<file path="src/rtl/fwd_hazard_ctrl.sv">
// Execute-stage operand forwarding and load-use stall controller.
// Optional statistics counters built when FWD_HAZARD_STATS_EN is defined.
module fwd_hazard_ctrl #(
  parameter int REG_AW     = 3,
  parameter int LOAD_STALL = 1
) (
  input  logic              clk,
  input  logic              rst,
  input  logic [REG_AW-1:0] rs_de,
  input  logic [REG_AW-1:0] rt_de,
  input  logic              rsv_de,
  input  logic              rtv_de,
  input  logic              de_valid,
  input  logic [REG_AW-1:0] rd_em,
  input  logic              rdv_em,
  input  logic              regwrite_em,
  input  logic              readmem_em,
  input  logic [REG_AW-1:0] rd_mw,
  input  logic              rdv_mw,
  input  logic              regwrite_mw,
  input  logic              mem_stall,
  output logic [1:0]        forward_a,
  output logic [1:0]        forward_b,
  output logic              stall_ex,
  output logic              bubble_em,
  output logic              wb_capture,
  output logic [15:0]       stall_cnt,
  output logic [15:0]       fwd_cnt
);

  localparam int CW = $clog2(LOAD_STALL + 1);

  typedef enum logic {
    IDLE,
    STALL
  } state_t;

  state_t          state, state_nx;
  logic [CW-1:0]   cnt, cnt_nx;
  logic            hold_a, hold_a_nx;
  logic            hold_b, hold_b_nx;
  logic            lat_a, lat_a_nx;
  logic            lat_b, lat_b_nx;
  logic            ld_in_mw, ld_in_mw_nx;

  logic em_hit_a, em_hit_b;
  logic mw_hit_a, mw_hit_b;
  logic luh;
  logic cnt_nz;

  assign em_hit_a = regwrite_em & rdv_em & rsv_de
                  & de_valid & (rs_de == rd_em);
  assign em_hit_b = regwrite_em & rdv_em & rtv_de
                  & de_valid & (rt_de == rd_em);
  assign mw_hit_a = regwrite_mw & rdv_mw & rsv_de
                  & de_valid & (rs_de == rd_mw);
  assign mw_hit_b = regwrite_mw & rdv_mw & rtv_de
                  & de_valid & (rt_de == rd_mw);

  assign luh    = (em_hit_a | em_hit_b) & readmem_em;
  assign cnt_nz = (cnt != '0);

  // A load still in EM cannot supply data yet, so it yields 00.
  always_comb begin
    forward_a = 2'b00;
    if (hold_a)
      forward_a = 2'b11;
    else if (state == STALL && ld_in_mw && lat_a)
      forward_a = 2'b01;
    else if (em_hit_a)
      forward_a = readmem_em ? 2'b00 : 2'b10;
    else if (mw_hit_a)
      forward_a = 2'b01;
  end

  always_comb begin
    forward_b = 2'b00;
    if (hold_b)
      forward_b = 2'b11;
    else if (state == STALL && ld_in_mw && lat_b)
      forward_b = 2'b01;
    else if (em_hit_b)
      forward_b = readmem_em ? 2'b00 : 2'b10;
    else if (mw_hit_b)
      forward_b = 2'b01;
  end

  always_comb begin
    state_nx    = state;
    cnt_nx      = cnt;
    hold_a_nx   = hold_a;
    hold_b_nx   = hold_b;
    lat_a_nx    = lat_a;
    lat_b_nx    = lat_b;
    ld_in_mw_nx = ld_in_mw;
    stall_ex    = 1'b0;
    bubble_em   = 1'b0;
    wb_capture  = 1'b0;
    unique case (state)
      IDLE: begin
        stall_ex  = luh;
        bubble_em = luh;
        if (luh) begin
          state_nx    = STALL;
          cnt_nx      = CW'(LOAD_STALL - 1);
          lat_a_nx    = em_hit_a;
          lat_b_nx    = em_hit_b;
          ld_in_mw_nx = 1'b1;
        end
      end
      STALL: begin
        stall_ex   = cnt_nz;
        bubble_em  = cnt_nz;
        wb_capture = ld_in_mw;
        if (ld_in_mw) begin
          hold_a_nx   = lat_a;
          hold_b_nx   = lat_b;
          ld_in_mw_nx = 1'b0;
        end
        if (cnt_nz) begin
          cnt_nx = cnt - 1'b1;
        end else begin
          state_nx    = IDLE;
          hold_a_nx   = 1'b0;
          hold_b_nx   = 1'b0;
          lat_a_nx    = 1'b0;
          lat_b_nx    = 1'b0;
          ld_in_mw_nx = 1'b0;
        end
      end
      default: state_nx = IDLE;
    endcase
  end

  always_ff @(posedge clk) begin
    if (rst) begin
      state    <= IDLE;
      cnt      <= '0;
      hold_a   <= 1'b0;
      hold_b   <= 1'b0;
      lat_a    <= 1'b0;
      lat_b    <= 1'b0;
      ld_in_mw <= 1'b0;
    end else if (!mem_stall) begin
      state    <= state_nx;
      cnt      <= cnt_nx;
      hold_a   <= hold_a_nx;
      hold_b   <= hold_b_nx;
      lat_a    <= lat_a_nx;
      lat_b    <= lat_b_nx;
      ld_in_mw <= ld_in_mw_nx;
    end
  end

`ifdef FWD_HAZARD_STATS_EN
  logic [15:0] stall_q, fwd_q;
  logic        fwd_any;

  assign fwd_any = (forward_a != 2'b00) | (forward_b != 2'b00);

  always_ff @(posedge clk) begin
    if (rst) begin
      stall_q <= '0;
      fwd_q   <= '0;
    end else if (!mem_stall) begin
      if (stall_ex && stall_q != 16'hFFFF)
        stall_q <= stall_q + 16'd1;
      if (fwd_any && fwd_q != 16'hFFFF)
        fwd_q <= fwd_q + 16'd1;
    end
  end

  assign stall_cnt = stall_q;
  assign fwd_cnt   = fwd_q;
`else
  assign stall_cnt = 16'h0000;
  assign fwd_cnt   = 16'h0000;
`endif

endmodule

</file>
<file path="config.mk">
export PLATFORM = sky130hd
export DESIGN_NAME = fwd_hazard_ctrl
export DESIGN_NICKNAME = d
export VERILOG_FILES = /design/src/rtl/fwd_hazard_ctrl.sv
export SDC_FILE = /design/constraint.sdc
export NUM_CORES = 1
export LEC_CHECK = 0
export CAP_MARGIN = 0
export CORE_ASPECT_RATIO = 1.1
export CORE_MARGIN = 3
export CORE_UTILIZATION = 32
export CTS_CLUSTER_DIAMETER = 120
export CTS_CLUSTER_SIZE = 14
export DETAILED_ROUTE_END_ITERATION = 12
export HOLD_SLACK_MARGIN = 0.08
export PLACE_DENSITY = 0.83
export RECOVER_POWER = 50
export SLEW_MARGIN = 20
export SYNTH_ARGS = -nofsm -noshare
export SYNTH_HDL_FRONTEND = slang
export SYNTH_SLANG_ARGS = --single-unit
</file>
<file path="constraint.sdc">
create_clock -name clk -period 3.35 [get_ports clk]
set_clock_uncertainty 0.15 [all_clocks]
set_input_delay 0.5025 -clock clk [delete_from_list [all_inputs] [get_ports clk]]
set_output_delay 0.5025 -clock clk [all_outputs]
set_load 0.02 [all_outputs]
</file>
==> impl_metrics.ini <==
[routing]
drt-pass1-iter-count = 2
viasPerCell = 4.11
wirelength_um = 1450
route.detailed.drc = 0
vias = 567
first_iter_violations = 4
wire_per_inst_um = 10.5
postRouteAntennaNets = 0

[placement]
hpwl_um = 1360
io_buffers = 29
placedCellCount = 135
gp_congestion = 0.717

[sta]
final-setup-viol-count = 0
rsz0062_at_grt = false
fmax_ghz = 0.318
slew_violations = 0
period_share_pct = 93.9
fin_hold_ws_ps = 309
fin_tns_setup_ps = 0
hold_viol = 0
finalCriticalPeriod_ps = 3150

[setup_path]
reg2reg_from = state$_SDFFE_PP0N_
critical_path_class = input port to output pin
reg2regPathDepth = 4
slowest_stage = or4_4
arrival_ps = 2490
cp_data_required_time_ps = 2700
path_common_cell = clkdlybuf4s50_1
startpoint = rd_em[1]
max_stage_delay_ps = 560
reg2reg_slack_ps = 2120
cp-endpoint = forward_a[0]
cp_max_fo = 5
cp-start-kind = input port
path_cells = clkdlybuf4s50_1, xor2_1, or4_4, a32o_1, clkdlybuf4s50_1
reg2reg_to = lat_b$_SDFFE_PP0P_
cp-end-kind = output pin

[cells_and_area]
final_common_cell = conb_1
mostFrequentLayoutCells = 32 x conb_1, 25 x clkdlybuf4s50_1, 8 x xor2_1
antenna_cells = 0
final_cells = 138
area_delta_synth_final_pct = 32.8
drive_gt1_share_pct = 6.31
final_nets = 136
utilization_pct = 46.8

[global_route]
antenna_found_initial = 0
gr-usage-met3_pct = 4.23
grtUsageMet2_pct = 22.1
globalRouteMet1Util_pct = 7.15
top_usage_layer = met2
grtUsageTotal_pct = 10.6
grt_pass1_wl_um = 2030
first_global_vias = 516
grt_start_max_net_pins = 8
grt_overflow_total = 0

[floorplanning]
die_area_um2 = 2630
rows = 16
core_um2 = 1860
num_io_pins = 62
die_y_um = 53.5
start_util_pct = 35.2
die_w_um = 49.2

[power_and_ir_drop]
ir_drop_mv = 0.0990
p_per_area_nw_per_um2 = 223
p_leak_nw = 0.385

[clock_tree]
cts_root_buf = clkbuf_4
numCtsBuffers = 3
ctsHtreeMaxLevel = 1
numClockSinks = 4
cts-hold-fix-buffers = 0
cts_tree = done
clock_path_buffers = 2
clock_latency_ps = 230
clk_pin_slew_ps = 40

[outcome]
status = finished clean

[synthesis]
ys_ff_latch = 4
syn_inst = 81
synth_cell_types = 28
ys.warnings.count = 0
syn_area_um2 = 656
yosysSeqAreaShare_pct = 12.2
avgSynthCellArea_um2 = 8.09

[min_path]
hold_class = register to register

[run]
maxCapViolCount = 0
area by class of cell:
cell class	instances	area [um2]
Clock buffer	3	22.5
Multi-Input combinational cell	74	440
Tap cell	27	33.8
Fill cell	187	991
Inverter	1	3.75
Timing Repair Buffer	29	290
Sequential cell	4	80.1
worst min-delay path by stage:
stage                             from                  to  slack [ps]  depth (start not counted)
floorplan           lat_b$_SDFFE_PP0P_  lat_b$_SDFFE_PP0P_         280                          2
global placement    lat_b$_SDFFE_PP0P_  lat_b$_SDFFE_PP0P_         300                          2
detailed placement  lat_b$_SDFFE_PP0P_  lat_b$_SDFFE_PP0P_         300                          2
CTS                 lat_b$_SDFFE_PP0P_  lat_b$_SDFFE_PP0P_         310                          2
global route        lat_b$_SDFFE_PP0P_  lat_b$_SDFFE_PP0P_         320                          2
finish              lat_b$_SDFFE_PP0P_  lat_b$_SDFFE_PP0P_         310                          2
Yosys cell counts:
library cell | instances | area (um2)
nand4_1 | 4 | 25.0
nand3b_1 | 2 | 15.0
o21bai_1 | 1 | 7.51
and2_4 | 1 | 8.76
a211oi_1 | 1 | 7.51
nor3_1 | 1 | 5.00
nand2_1 | 2 | 7.51
inv_1 | 1 | 3.75
and2_1 | 1 | 6.26
a21boi_1 | 1 | 7.51
nor3b_1 | 1 | 7.51
nand2b_1 | 1 | 6.26
and4_1 | 2 | 17.5
or4_4 | 1 | 11.3
nor3b_2 | 1 | 12.5
xnor2_1 | 4 | 35.0
dfxtp_1 | 4 | 80.1
a32o_1 | 1 | 10.0
nor2_1 | 2 | 7.51
conb_1 | 1 | 3.75
or4_1 | 1 | 7.51
buf_4 | 33 | 248
o31ai_1 | 1 | 7.51
xor2_1 | 8 | 70.1
o2bb2ai_1 | 1 | 8.76
o22ai_2 | 1 | 12.5
o21ai_1 | 2 | 10.0
o22ai_1 | 1 | 6.26
what timing repair did:
action | CTS | global route
endpoints found under the setup margin | 2 | 1
gates resized for setup | 2 | 1
setup buffers | 0 | 0
sequential cells by signal, indices dropped and copies added (netlist names):
register  cells
lat_b         1
state         1
ld_in_mw      1
lat_a         1
power by group:
part | internal, mW | switching (mW) | total (mW)
Sequential | 0.0481 | 0.000195 | 0.0483
Clock | 0.0401 | 0.0206 | 0.0608
Combinational | 0.0340 | 0.0513 | 0.0853
Total | 0.122 | 0.0721 | 0.194
critical path: cells and delay by family:
| family | cells | cell delay, ps |
|---|---|---|
| AOI/OAI and AO/OA | 1 | 250 |
| buffers and inverters | 2 | 1000 |
| xor gates and xnor gates | 1 | 170 |
| and+or+nand+nor | 1 | 560 |
through the flow:
| step | power [mW] | worst slack (ps) | cell area (um2) |
|---|---|---|---|
| finish | 0.194 | 204 | 871 |
| global route | 0.205 | 133 | 871 |
| CTS | 0.197 | 49.7 | 868 |
| detailed placement | 0.134 | -63.2 | 848 |
| global placement | 0.133 | 43.6 | 848 |
| floorplan | 0.126 | 763 | 772 |
cell families after synthesis:
group           synth area share, %
compound gates                 11.8
buf+inv                        38.4
xor+xnor                       16.0
simple gates                   21.0
other cells                   0.572
flops                          12.2
metal layers:
layer / part of all wire, % / wire [um]
met1: 27 / 388
met3: 13 / 187
met5: 0 / 0
met4: 2.3 / 34
met2: 58 / 838
Note: power is estimated with default switching activity, not from simulation.
